File: src/rtl/sevenseg_pkg.sv
// sevenseg_pkg
//   Shared definitions for the multiplexed seven-segment driver:
//   - inactive_level(): pin level that leaves an anode/segment dark for a
//     given polarity.
//   - digit_lsb(): LSB position of a digit inside a packed segment bus.
//   - SEG_BLANK_BIT: logical "segment off" value (replicated to blank a digit).
//   - scan_mode_e: whether the slot counter is running or stopped.
package sevenseg_pkg;

  // Logical (pre-polarity) value of an unlit segment.
  localparam logic SEG_BLANK_BIT = 1'b0;

  typedef enum logic {
    SCAN_STOPPED = 1'b0,
    SCAN_RUNNING = 1'b1
  } scan_mode_e;

  // Pin level that keeps a line dark.
  function automatic logic inactive_level(input bit active_low);
    return active_low ? 1'b1 : 1'b0;
  endfunction

  // Digit d occupies bits [d*seg_width +: seg_width] of a packed pattern bus.
  function automatic int unsigned digit_lsb(input int unsigned digit,
                                            input int unsigned seg_width);
    return digit * seg_width;
  endfunction

endpackage

File: src/rtl/sevenseg_pwm.sv
// sevenseg_pwm
//   Free-running BRIGHT_WIDTH-bit counter with a duty compare. Usable for
//   any LED dimming, not only the digit scanner.
// Ports:
//   CLK         clock
//   RSTN        synchronous active-low reset (counter -> 0)
//   brightness  duty; 0 = never on, all-ones = always on
//   on_en       1 while the current cycle falls inside the duty window
module sevenseg_pwm #(
  parameter int BRIGHT_WIDTH = 4
) (
  input  logic                    CLK,
  input  logic                    RSTN,
  input  logic [BRIGHT_WIDTH-1:0] brightness,
  output logic                    on_en
);

  logic [BRIGHT_WIDTH-1:0] pwm_count_reg;

  always_ff @(posedge CLK) begin
    if (!RSTN) begin
      pwm_count_reg <= '0;
    end else begin
      pwm_count_reg <= pwm_count_reg + BRIGHT_WIDTH'(1);
    end
  end

  // All-ones is treated as fully on; a plain compare would leave one dark
  // cycle per PWM period.
  assign on_en = (&brightness) || (pwm_count_reg < brightness);

endmodule

File: src/rtl/sevenseg_scanner.sv
// sevenseg_scanner
//   Time-multiplexed driver for NUM_DIGITS seven-segment digits with
//   run-time slot period, per-digit enable, blanking at slot start, PWM
//   brightness and frame-synchronous (tear-free) pattern updates.
// Ports:
//   CLK, RSTN     clock, synchronous active-low reset
//   SEGS_IN       logical patterns (1 = lit), digit i at [i*SEG_WIDTH +: SEG_WIDTH]
//   UPDATE        strobe: stage SEGS_IN, shown from the next frame
//   DIGIT_EN      per-digit enable (live)
//   PERIOD        cycles per digit slot, 0 = scanning stopped
//   BRIGHTNESS    PWM duty
//   ANODES_OUT    anode pins (polarity ANODE_ACTIVE_LOW)
//   SEGMENTS_OUT  segment pins (polarity SEG_ACTIVE_LOW)
//   FRAME_DONE    pulse in the cycle after the last slot of a frame ends
//   UPDATE_ACK    pulse in the cycle after staged data reaches the shadow
module sevenseg_scanner
  import sevenseg_pkg::*;
#(
  parameter int NUM_DIGITS       = 4,
  parameter int SEG_WIDTH        = 8,
  parameter int PERIOD_WIDTH     = 24,
  parameter int BLANK_CYCLES     = 16,
  parameter int BRIGHT_WIDTH     = 4,
  parameter bit ANODE_ACTIVE_LOW = 1'b1,
  parameter bit SEG_ACTIVE_LOW   = 1'b1
) (
  input  logic                            CLK,
  input  logic                            RSTN,
  input  logic [NUM_DIGITS*SEG_WIDTH-1:0] SEGS_IN,
  input  logic                            UPDATE,
  input  logic [NUM_DIGITS-1:0]           DIGIT_EN,
  input  logic [PERIOD_WIDTH-1:0]         PERIOD,
  input  logic [BRIGHT_WIDTH-1:0]         BRIGHTNESS,
  output logic [NUM_DIGITS-1:0]           ANODES_OUT,
  output logic [SEG_WIDTH-1:0]            SEGMENTS_OUT,
  output logic                            FRAME_DONE,
  output logic                            UPDATE_ACK
);

  localparam int   DIGIT_W   = $clog2(NUM_DIGITS);
  localparam logic ANODE_OFF = inactive_level(ANODE_ACTIVE_LOW);
  localparam logic SEG_OFF   = inactive_level(SEG_ACTIVE_LOW);

  logic [PERIOD_WIDTH-1:0]         count_reg, count_next;
  logic [DIGIT_W-1:0]              digit_reg, digit_next;
  logic [NUM_DIGITS*SEG_WIDTH-1:0] staging_reg, shadow_reg;
  logic                            pending_reg, ack_reg, frame_done_reg;
  logic [NUM_DIGITS-1:0]           anodes_reg;
  logic [SEG_WIDTH-1:0]            segs_reg;

  scan_mode_e             mode;
  logic                   tick, wrap_tick, boundary, lit, pwm_on;
  logic [SEG_WIDTH-1:0]   shadow_digit [NUM_DIGITS];
  logic [NUM_DIGITS-1:0]  anode_sel;

  sevenseg_pwm #(
    .BRIGHT_WIDTH(BRIGHT_WIDTH)
  ) u_pwm (
    .CLK       (CLK),
    .RSTN      (RSTN),
    .brightness(BRIGHTNESS),
    .on_en     (pwm_on)
  );

  assign mode      = (PERIOD == '0) ? SCAN_STOPPED : SCAN_RUNNING;
  // PERIOD is compared live, so a new value governs the current slot's end.
  assign tick      = (mode == SCAN_RUNNING) && (count_reg == PERIOD - PERIOD_WIDTH'(1));
  assign wrap_tick = tick && (digit_reg == DIGIT_W'(NUM_DIGITS - 1));
  // While stopped there is no frame to tear, so updates pass straight through.
  assign boundary  = wrap_tick || (mode == SCAN_STOPPED);

  // Slot counter / digit index next state.
  always_comb begin
    count_next = count_reg;
    digit_next = digit_reg;
    if (mode == SCAN_RUNNING) begin
      if (tick) begin
        count_next = '0;
        digit_next = wrap_tick ? '0 : digit_reg + DIGIT_W'(1);
      end else if (count_reg >= PERIOD) begin
        // PERIOD shrank below the current count: restart the slot.
        count_next = '0;
      end else begin
        count_next = count_reg + PERIOD_WIDTH'(1);
      end
    end
  end

  always_ff @(posedge CLK) begin
    if (!RSTN) begin
      count_reg      <= '0;
      digit_reg      <= '0;
      frame_done_reg <= 1'b0;
    end else begin
      count_reg      <= count_next;
      digit_reg      <= digit_next;
      frame_done_reg <= wrap_tick;
    end
  end

  generate
    for (genvar gi = 0; gi < NUM_DIGITS; gi++) begin : g_digit
      assign shadow_digit[gi] = shadow_reg[digit_lsb(gi, SEG_WIDTH) +: SEG_WIDTH];
      assign anode_sel[gi]    = (digit_reg == DIGIT_W'(gi));
    end
  endgenerate

  // Disabled digits still consume their slot; they just stay dark.
  assign lit = (mode == SCAN_RUNNING) && DIGIT_EN[digit_reg] &&
               (count_reg >= PERIOD_WIDTH'(BLANK_CYCLES)) && pwm_on;

  // Staging/shadow double buffer: the shadow only changes at a frame boundary.
  always_ff @(posedge CLK) begin
    if (!RSTN) begin
      staging_reg <= '0;
      shadow_reg  <= '0;
      pending_reg <= 1'b0;
      ack_reg     <= 1'b0;
    end else begin
      ack_reg <= 1'b0;
      if (UPDATE) begin
        staging_reg <= SEGS_IN;
      end
      if (boundary) begin
        if (UPDATE) begin
          // A strobe on the boundary itself is newer than anything staged.
          shadow_reg  <= SEGS_IN;
          pending_reg <= 1'b0;
          ack_reg     <= 1'b1;
        end else if (pending_reg) begin
          shadow_reg  <= staging_reg;
          pending_reg <= 1'b0;
          ack_reg     <= 1'b1;
        end
      end else if (UPDATE) begin
        pending_reg <= 1'b1;
      end
    end
  end

  // Pin registers: logical value XOR inactive level applies polarity.
  always_ff @(posedge CLK) begin
    if (!RSTN) begin
      anodes_reg <= {NUM_DIGITS{ANODE_OFF}};
      segs_reg   <= {SEG_WIDTH{SEG_OFF}};
    end else begin
      anodes_reg <= (lit ? anode_sel : '0) ^ {NUM_DIGITS{ANODE_OFF}};
      segs_reg   <= (lit ? shadow_digit[digit_reg] : {SEG_WIDTH{SEG_BLANK_BIT}})
                    ^ {SEG_WIDTH{SEG_OFF}};
    end
  end

  assign ANODES_OUT   = anodes_reg;
  assign SEGMENTS_OUT = segs_reg;
  assign FRAME_DONE   = frame_done_reg;
  assign UPDATE_ACK   = ack_reg;

endmodule

File: config.mk
export PLATFORM = sky130hd
export DESIGN_NAME = sevenseg_scanner
export DESIGN_NICKNAME = d
export VERILOG_FILES = /design/src/rtl/sevenseg_pkg.sv /design/src/rtl/sevenseg_pwm.sv /design/src/rtl/sevenseg_scanner.sv
export SDC_FILE = /design/constraint.sdc
export NUM_CORES = 1
export LEC_CHECK = 0
export ABC_AREA = 0
export CAP_MARGIN = 15
export CORE_ASPECT_RATIO = 1.1
export CORE_MARGIN = 2
export CORE_UTILIZATION = 28
export CTS_BUF_LIST = sky130_fd_sc_hd__clkbuf_4 sky130_fd_sc_hd__clkbuf_8 sky130_fd_sc_hd__clkbuf_16
export CTS_CLUSTER_DIAMETER = 60
export DETAILED_ROUTE_END_ITERATION = 7
export PLACE_DENSITY = 0.56
export SLEW_MARGIN = 30
export SYNTH_ARGS = -nofsm -noshare
export SYNTH_HDL_FRONTEND = slang
export SYNTH_SLANG_ARGS = --single-unit
File: constraint.sdc
create_clock -name CLK -period 6 [get_ports CLK]
set_input_delay 1.5 -clock CLK [delete_from_list [all_inputs] [get_ports CLK]]
set_output_delay 1.5 -clock CLK [all_outputs]
set_load 0.005 [all_outputs]
== After elaboration in Yosys (flattened, before gate mapping) ==
Cells that the tools add are included.
Storage, ports and cells
  input bits: 67
  bits in registers: 109
Operators by class
  $add $sub $neg: 4
  equality and inequality tests: 4
  $lt $le $gt $ge: 5
  multiplexer cells: 15
  bitwise logic cells: 5
  reduce and logical (&&, ||, !) cells: 15
Operators with widths (count)
  $mux 32: 2
  $mux 24: 2
  $add 24x1->24 const B: 1
  $eq 24x24->1: 1
  $ge 24x24->1: 1
  $ge 24x5->1 const B: 1
  $logic_not 24->1: 1
  $mux 8: 3
  $sub 24x1->24 const B: 1
  $bmux 8 s2: 1
  $not 8->8: 1
  $reduce_and 2->1: 3
  $logic_and 1x1->1: 5
  $add 4x1->4 const B: 1
  $eq 2x2->1 const B: 2
  $lt 4x4->1: 1
  $mux 1: 4
  $mux 4: 1
  $not 4->4: 1
  $reduce_and 4->1: 1
  $ge 3x3->1 const B: 1
  $lt 2x3->1 const B: 1
  $not 2->3: 1
  $add 2x1->2 const B: 1
  8 further kinds: 10

== Depth between registers and ports, before layout ==
Gate-level depths: netlist of the first run.
  depth after elaboration: 7
  depth in mapped cells: 14

== Cells and area by module ==
A second synthesis of the first run with hierarchy kept.
Unflattened totals
  cells, all modules: 681
  area total of the unflattened synthesis: 6306.0 µm²
Modules (own cells, without submodules)
  sevenseg_scanner: area each 6077.1 µm², instances 1, sequential area each 2102.0 µm², cells an instance 657
  sevenseg_pwm: area each 229.0 µm², instances 1, sequential area each 80.1 µm², cells an instance 24

== Least setup slack after synthesis of the first run ==
No wires, ideal clock.
  kind: input -> register
  start point: in PERIOD[1]
  end point: reg shadow_reg[10]
  setup time: 121 ps
  slack: 1188 ps
  data arrival time: 4691 ps
  stages: 13
  cell sequence: inv_1 > ha_1 > clkbuf_1 > or3b_2 > or4_1 > buf_2 > o31a_1 > a211o_1 > nor4_2 > nand4_2 > a21oi_4 > buf_12 > mux2_4
On the way
  word-level cells in the longest chain between the ends: 6
RTL lines
  start: declaration: line sevenseg_scanner.sv:32  | input logic [PERIOD_WIDTH-1:0] PERIOD,
  $sub 24x1->24 or $logic_not 24->1 (tied branches): line sevenseg_scanner.sv:67, sevenseg_scanner.sv:65
  $eq 24x24->1 or $mux 1 (tied branches): line sevenseg_scanner.sv:67, sevenseg_scanner.sv:65
  $logic_and 1x1->1: line sevenseg_scanner.sv:67  | assign tick = (mode == SCAN_RUNNING) && (count_reg == PERIOD - PERIOD_WIDTH'(1));
  $logic_and 1x1->1: line sevenseg_scanner.sv:68  | assign wrap_tick = tick && (digit_reg == DIGIT_W'(NUM_DIGITS - 1));
  $logic_or 1x1->1 *: line sevenseg_scanner.sv:70  | assign boundary = wrap_tick || (mode == SCAN_STOPPED);
  $reduce_and 2->1 (no source line) *
  end signal: assignment: line sevenseg_scanner.sv:131  | shadow_reg <= staging_reg;
  end: declaration: line sevenseg_scanner.sv:46  | logic [NUM_DIGITS*SEG_WIDTH-1:0] staging_reg, shadow_reg;
Every way passes the cells marked *; elsewhere a longest branch is shown, timed or not.
A chain may end at the register's enable or synchronous reset.

== Worst setup path after layout of the first run ==
  start point: in PERIOD[1]
  end point: reg shadow_reg[27]
The elaborated chain is that of the path after synthesis.

==> results of run 1 <==
-- placed cells by master, fill, tap and decap left out, types with 14 or more instances in the layout --
| master | n |
|---|---|
| nor4_1 | 15 |
| mux2i_1 | 36 |
| a21oi_1 | 21 |
| buf_4 | 17 |
| xor2_1 | 14 |
| nor2_1 | 62 |
| xnor2_1 | 23 |
| dfxtp_1 | 109 |
| clkdlybuf4s50_1 | 79 |
| and2_1 | 41 |
| nand2_1 | 38 |
| mux2_4 | 29 |
| o21ai_0 | 14 |
| ha_1 | 35 |
| inv_1 | 39 |
| nand3_1 | 30 |
-- final cells by class --
cell class	instances	area (um2)	share of cell area, %
Multi-Input combinational cell	492	3792	48.93
Sequential cell	109	2182	28.16
Timing Repair Buffer	99	963.4	12.43
Tap cell	295	369.1	4.763
Clock buffer	10	232.7	3.003
Inverter	39	146.4	1.889
Clock inverter	6	63.81	0.8234
-- synth_stat cells (6+ instances only) --
library cell  instances  area share (%)
o21ai_0              14             1.1
nor2_1               63             3.7
mux4_2                9             3.2
inv_1                39             2.3
buf_1                 8            0.48
nand2_1              38             2.3
xnor2_1              23             3.2
ha_1                 35             6.9
a21oi_1              21             1.7
clkbuf_1             28             1.7
and2_1               41             4.1
nand4_1               8            0.79
or4_1                 6            0.71
nand3_1              30             2.4
dfxtp_1             109              35
a31oi_1               9            0.89
a22o_1                8             1.1
mux2_4               29             6.9
mux2i_1              36             5.7
and3_1                6            0.59
a21o_1                9             1.1
nor4_1               15             1.5
xor2_1               14             1.9
nand2b_1              9            0.89
-- final timing paths --
| check | start | endpoint | slack [ns] | cells after the start |
|---|---|---|---|---|
| hold / removal | u_pwm.pwm_count_reg[0] | u_pwm.pwm_count_reg[0] | 0.46 | 1 |
| setup reg to reg | count_reg[11] | shadow_reg[27] | 2.69 | 9 |
| hold reg to reg | u_pwm.pwm_count_reg[0] | u_pwm.pwm_count_reg[0] | 0.46 | 1 |
| setup / recovery | PERIOD[1] | shadow_reg[27] | 0.78 | 12 |
-- routing by layer --
layer | global-route usage [%] | vias to the layer above | part of all wire, %
met1 | 18.13 | 2337 | 47
met3 | 3.051 | 25 | 4.2
met4 | 5.769 | 0 | 2.9
li1 | - | 2562 | -
met2 | 22.88 | 94 | 46
met5 | 0 | - | 0
-- metrics by stage --
stage | instances | setup WS (ns)
2_1_floorplan | 682 | 1.188
3_3_place_gp | 1034 | 0.4671
3_5_place_dp | 1034 | 0.4323
4_1_cts | 1050 | 0.7883
5_1_grt | 1050 | 0.5417
6_report | 1050 | 0.7795
-- power breakdown --
group	internal [W]	total (W)	leakage (nW)	switching, W
Clock	0.000299	0.000600	0.143	0.000301
Combinational	0.0000959	0.000193	2.12	0.0000974
Sequential	0.000743	0.000756	0.887	0.0000136
-- worst max-delay path, delay by kind of cell --
| family | cells | cell delay [ns] |
|---|---|---|
| fa+ha+maj | 1 | 0.16 |
| simple gates | 5 | 1.86 |
| compound gates | 1 | 0.44 |
| xor+xnor | 1 | 0.27 |
| mux | 1 | 0.31 |
| buf+inv | 3 | 0.90 |
-- cells by family (layout without fill, tap and decap cells) --
logic type / Yosys count / in the layout / synth area share, %
AOI/OAI and AO/OA: 99 / 99 / 10.95
xor gates and xnor gates: 37 / 37 / 5.127
adders and majority gates: 35 / 35 / 6.928
buffers and inverters: 81 / 154 / 5.641
and+or+nand+nor: 244 / 244 / 20.51
DFF: 109 / 109 / 34.52
muxes: 77 / 77 / 16.33
==> metrics.yaml, run 1 <==
finalMaxSlewViolations: 0
tns_ns: 0
synth_seq_area_share_pct: 34.52
fin_crit_ns: 5.220
diodes: 0
grt.overflow.total: 0
num_rows: 57
criticalPathCategory: "primary input to register"
die_h_um: 161.6
clockBufferDepth: 2
syn_nets: 784
hold_viol: 0
drtIter0Drc: 275
worst_pin_slew_ns: 0.8416
finalClockSkew_ns: 0.008865
netlist_area_um2: 6321
cp_max_fo: 18
antenna_found_initial: 1
first_pass_iters: 4
grt_pass1_wl_mm: 26.48
pin_count: 81
synth_cell_types: 60
numPortBuffers: 80
arrival_ns: 5.47
synthArstFlopShare_pct: 0
fillCellCount: 2295
die_w_um: 147.3
clock.fmax_mhz: 191.6
drc: 0
gp_congestion: 0.8613
synthCells: 682
post-cts-setup-buffer-count: 0
yosys_warnings: 0
dieArea_um2: 23800
status: "complete, no violations"
cpMaxStageDelayCell: "or4_1"
irDropWorstVdd_uv: 131.7
synth_edf_count: 0
max-cap-violations: 0
initial_core_util_pct: 28.59
worstSetupEndpointType: "register"
power_density_nw_per_um2: 199.9
vias_per_cell: 4.779
cts_buffers: 9
min_period_over_period_pct: 87.01
design_area_um2: 7750
ys_ff_latch: 109
clk_pin_slew_worst_paths_ns: 0.08
hold_ws_ns: 0.4634
final-setup-viol-count: 0
numClockSinks: 109
routed_wirelength_mm: 16.30
syn_avg_cell_area_um2: 9.268
power_leakage_nw: 3.148
required_ns: 6.25
worst_skew_pair.late_latency_ns: 0.35
dpl-instance-area_um2: 7451
cts_hold_buf: 0
finalPower_w: 0.001549
syn_to_final_growth_pct: 22.60
dpl.hpwl_mm: 12.46
cts-htree-levels: 3
max_stage_delay_ns: 0.57
drtAntennaViolNets: 0
wl_per_cell_um: 15.53
postCtsResizedCells: 0
maxSlewHeadroom_pct: 43.81
synth_ff_type: "dfxtp_1"
core_area_um2: 22110
cts_tree: "done"
finalNetCount: 852
worstPathCellList: "clkdlybuf4s50_1 -> inv_1 -> ha_1 -> or3b_2 -> or4_1 -> xnor2_1 -> nand3_1 -> nor4_1 -> nand4_2 -> a21oi_4 -> buf_12 -> mux2_4"
grt_pass1_vias: 4973
root_buffer: "clkbuf_16"
vias: 5018
drive_gt1_share_pct: 11.52
min_path_type: "register to register"
grt.total_usage_pct: 14.07
grt_max_degree: 39
cp-start-kind: "primary input"
final_util_pct: 35.05
rsz0062_at_grt: "no"
(Power assumes the default switching activity.)
==> inputs of run 2 (changes only) <==
==> constraint.sdc (replaced) <==
create_clock -name CLK -period 5.3 [get_ports CLK]
set_input_delay 1.325 -clock CLK [delete_from_list [all_inputs] [get_ports CLK]]
set_output_delay 1.325 -clock CLK [all_outputs]
set_load 0.005 [all_outputs]
==> metrics.yaml, run 2 (synthesis results as in run 1) <==
min_period_over_period_pct: 88.60
root_buffer: "clkbuf_16"
drc: 0
vias: 5078
dieArea_um2: 23800
num_rows: 57
antenna_found_initial: 1
die_w_um: 147.3
r2r-start: "count_reg[11]"
vias_per_cell: 4.800
drtIter0Drc: 243
numPortBuffers: 80
power_density_nw_per_um2: 224.8
tns_ns: 0
cts_hold_buf: 0
power_leakage_nw: 3.187
cts_buffers: 9
min_path_type: "register to register"
diodes: 0
wl_met3_um: 693
cp_max_fo: 33
reg2regPathDepth: 9
die_h_um: 161.6
gp_congestion: 0.8380
cts_tree: "done"
syn_to_final_growth_pct: 23.40
dpl-instance-area_um2: 7498
pin_count: 81
fin_crit_ns: 4.696
finalMaxSlewViolations: 0
endpoint: "shadow_reg[0]"
finalPower_w: 0.001753
wl_met1_mm: 7.697
grt_pass1_wl_mm: 26.48
maxSlewHeadroom_pct: 53.27
dp_cells: 1042
grt_max_degree: 39
postCtsResizedCells: 0
arrival_ns: 4.93
r2r_end: "shadow_reg[0]"
final-setup-viol-count: 0
drive_gt1_share_pct: 12.58
final_cell_count_no_fill: 1058
design_area_um2: 7800
finalClockSkew_ns: 0.01590
worstSetupEndpointType: "register"
irDropWorstVdd_uv: 169.2
dpl.hpwl_mm: 12.29
routed_wirelength_mm: 16.17
status: "complete, no violations"
worst_skew_pair.late_latency_ns: 0.36
grt_pass1_vias: 5056
core_area_um2: 22110
cts-htree-levels: 3
worst_pin_slew_ns: 0.7001
final_common_cell: "dfxtp_1"
clk_pin_slew_worst_paths_ns: 0.07
crit_start: "PERIOD[6]"
finalNetCount: 860
hold_viol: 0
clock.fmax_mhz: 213.0
criticalPathCategory: "primary input to register"
max-cap-violations: 0
clockBufferDepth: 2
rsz0062_at_grt: "no"
rrSetupSlack_ns: 2.31
first_pass_iters: 4
post-cts-setup-buffer-count: 0
wl_per_cell_um: 15.29
numClockSinks: 109
top_layer: "met4"
drtAntennaViolNets: 0
required_ns: 5.54
initial_core_util_pct: 28.59
cp-start-kind: "primary input"
wl_met2_mm: 7.440
grt.overflow.total: 0
final_cell_mix: "108 x dfxtp_1, 79 x clkdlybuf4s50_1, 62 x nor2_1"
grt.total_usage_pct: 13.89
[run 2: cell types whose count changed in the layout (fill, tap and decap cells not counted), sizes merged]
cell and change:
clkinvlp -1, buf +8, clkinv +1
[run 2: worst max-delay path: stages]
cell,delay [ns]
clkdlybuf4s50_1,0.57
or4_1,0.58
or4_1,0.53
o31a_1,0.26
a211o_1,0.32
nor4_2,0.30
nand4_2,0.21
a21oi_4,0.21
buf_12,0.26
mux2_2,0.36
[run 2: cell type report]
type	instances	area, um2
clock buffer	10	232.7
clock inverter	6	65.06
sequential	109	2183
timing repair buffer	107	1011
fill	2287	14310
inverter	39	146.4
multi-input combinational	492	3792
tap	295	369.1
[run 2: how the worst min path moves through the flow]
stage                                       from                      to  slack [ns]  depth (start not counted)
final                     u_pwm.pwm_count_reg[0]  u_pwm.pwm_count_reg[0]        0.46                          1
after global routing      u_pwm.pwm_count_reg[0]  u_pwm.pwm_count_reg[0]        0.48                          1
after CTS                 u_pwm.pwm_count_reg[0]  u_pwm.pwm_count_reg[0]        0.47                          1
after detailed placement  u_pwm.pwm_count_reg[0]  u_pwm.pwm_count_reg[0]        0.45                          1
after global placement    u_pwm.pwm_count_reg[0]  u_pwm.pwm_count_reg[0]        0.45                          1
after floorplan           u_pwm.pwm_count_reg[0]  u_pwm.pwm_count_reg[0]        0.43                          1
[run 2: through the flow]
stage	setup WS [ns]	hold slack [ns]	util [%]
after floorplan	0.6625	0.4252	-
after global placement	0.3090	0.4489	33.92
after detailed placement	0.2762	0.4508	33.92
after CTS	0.6256	0.4665	35.26
after global routing	0.4314	0.4782	35.28
final	0.6042	0.4582	35.28
[run 2: per-layer routing]
metal	vias to the layer above	global-route usage, %
met1	2381	18.07
met5	-	0
li1	2585	-
met2	93	22.79
met3	19	3.164
met4	0	4.545
[run 2: report_power, final]
part	leakage [nW]	internal, W	switching [W]	total [W]
clock network	0.147	0.000339	0.000336	0.000675
registers	0.887	0.000841	0.0000156	0.000856
logic	2.15	0.000112	0.000110	0.000222
total	3.19	0.00129	0.000462	0.00175
==> inputs of run 3 (changes only) <==
--- a/config.mk
+++ b/config.mk
@@ -6,14 +6,13 @@
 export NUM_CORES = 1
 export LEC_CHECK = 0
 export ABC_AREA = 0
-export CAP_MARGIN = 15
 export CORE_ASPECT_RATIO = 1.1
 export CORE_MARGIN = 2
 export CORE_UTILIZATION = 28
 export CTS_BUF_LIST = sky130_fd_sc_hd__clkbuf_4 sky130_fd_sc_hd__clkbuf_8 sky130_fd_sc_hd__clkbuf_16
 export CTS_CLUSTER_DIAMETER = 60
 export DETAILED_ROUTE_END_ITERATION = 7
-export PLACE_DENSITY = 0.56
+export PLACE_DENSITY = 0.49
 export SLEW_MARGIN = 30
 export SYNTH_ARGS = -nofsm -noshare
 export SYNTH_HDL_FRONTEND = slang
==> metrics.yaml, run 3 (synthesis results as in run 1) <==
cts_buffers: 9
finalNetCount: 858
drc: 0
finalMaxSlewViolations: 0
rrSetupSlack_ns: 2.29
numPortBuffers: 80
clk_pin_slew_worst_paths_ns: 0.08
rsz0062_at_grt: "no"
gp_congestion: 0.8125
finalWorstSetupSlack_ns: 0.6432
reg2regPathDepth: 9
dpl-instance-area_um2: 7483
vias: 5039
power_density_nw_per_um2: 229.9
syn_to_final_growth_pct: 23.40
status: "complete, no violations"
core_area_um2: 22110
cts_hold_buf: 0
drtIter0Drc: 211
min_period_over_period_pct: 87.86
clock.fmax_mhz: 214.7
grt_pass1_vias: 4888
final_cell_count_no_fill: 1056
design_area_um2: 7800
grt.total_usage_pct: 14.15
initial_core_util_pct: 28.59
numClockSinks: 109
r2r_end: "shadow_reg[1]"
die_w_um: 147.3
worst_pin_slew_ns: 0.8762
first_pass_iters: 4
final-setup-viol-count: 0
routed_wirelength_mm: 16.63
grt_max_degree: 35
root_buffer: "clkbuf_16"
dpl.hpwl_mm: 12.55
clockBufferDepth: 2
die_h_um: 161.6
finalClockSkew_ns: 0.01051
cp_max_fo: 33
final_cell_mix: "109 x dfxtp_1, 79 x clkdlybuf4s50_1, 63 x nor2_1"
num_rows: 57
grt_pass1_wl_mm: 26.58
crit_start: "PERIOD[6]"
power_leakage_nw: 3.185
r2r-start: "count_reg[11]"
arrival_ns: 4.91
maxSlewHeadroom_pct: 41.37
vias_per_cell: 4.772
post-cts-setup-buffer-count: 0
fin_crit_ns: 4.657
worst_skew_pair.late_latency_ns: 0.36
min_path_type: "register to register"
cp-start-kind: "primary input"
worstSetupEndpointType: "register"
diodes: 0
grt.overflow.total: 0
hold_viol: 0
cts_tree: "done"
finalPower_w: 0.001793
drive_gt1_share_pct: 12.09
postCtsResizedCells: 0
antenna_found_initial: 0
wl_per_cell_um: 15.74
cts-htree-levels: 3
dieArea_um2: 23800
pin_count: 81
dp_cells: 1040
drtAntennaViolNets: 0
required_ns: 5.55
max-cap-violations: 0
place_ws_ns: 0.3101
tns_ns: 0
final_common_cell: "dfxtp_1"
endpoint: "shadow_reg[1]"
criticalPathCategory: "primary input to register"
irDropWorstVdd_uv: 156.8
run 3: cell count changes in the layout (fill, tap and decap cells not counted), sizes merged:
cell / before / now
buf: 28 / 26
inv: 42 / 44
clkbuf: 10 / 9
clkinv: 3 / 2
run 3: worst min-delay path by stage:
stage	startpoint	endpoint	slack, ns	cells past startpoint
global route	u_pwm.pwm_count_reg[0]	u_pwm.pwm_count_reg[0]	0.50	1
global placement	u_pwm.pwm_count_reg[0]	u_pwm.pwm_count_reg[0]	0.44	1
finish	u_pwm.pwm_count_reg[0]	u_pwm.pwm_count_reg[0]	0.46	1
CTS	u_pwm.pwm_count_reg[0]	u_pwm.pwm_count_reg[0]	0.47	1
floorplan	u_pwm.pwm_count_reg[0]	u_pwm.pwm_count_reg[0]	0.43	1
detailed placement	u_pwm.pwm_count_reg[0]	u_pwm.pwm_count_reg[0]	0.45	1
run 3: area by class of cell:
class	count	area, um2
Multi-Input combinational cell	492	3790
Tap cell	295	369.1
Sequential cell	109	2182
Clock buffer	9	225.2
Fill cell	2276	14310
Clock inverter	7	91.34
Timing Repair Buffer	105	996.0
Inverter	39	146.4
run 3: critical path, cell delays in order:
cell,delay [ns]
clkdlybuf4s50_1,0.55
or4_1,0.56
or4_1,0.54
o31a_1,0.26
a211o_1,0.32
nor4_2,0.30
nand4_2,0.20
a21oi_4,0.21
buf_12,0.26
mux2_2,0.36
run 3: report_power, final:
group	leakage (nW)	switching, W	internal (W)
Clock	0.155	0.000368	0.000347
Combinational	2.14	0.000109	0.000111
Sequential	0.887	0.0000163	0.000841
Total	3.19	0.000494	0.00130
run 3: per-stage QoR:
step	util, %	hold WS, ns
after floorplan	-	0.4252
after global placement	33.85	0.4415
after detailed placement	33.85	0.4474
after CTS	35.28	0.4667
after global routing	35.28	0.5030
final	35.28	0.4586
run 3: per-layer routing:
metal	vias up	wire length, um	global-route usage, %
met1	2345	7998	18.89
li1	2574	-	-
met3	19	669	2.345
met2	101	7595	22.96
met5	-	0	0
met4	0	362	5.288
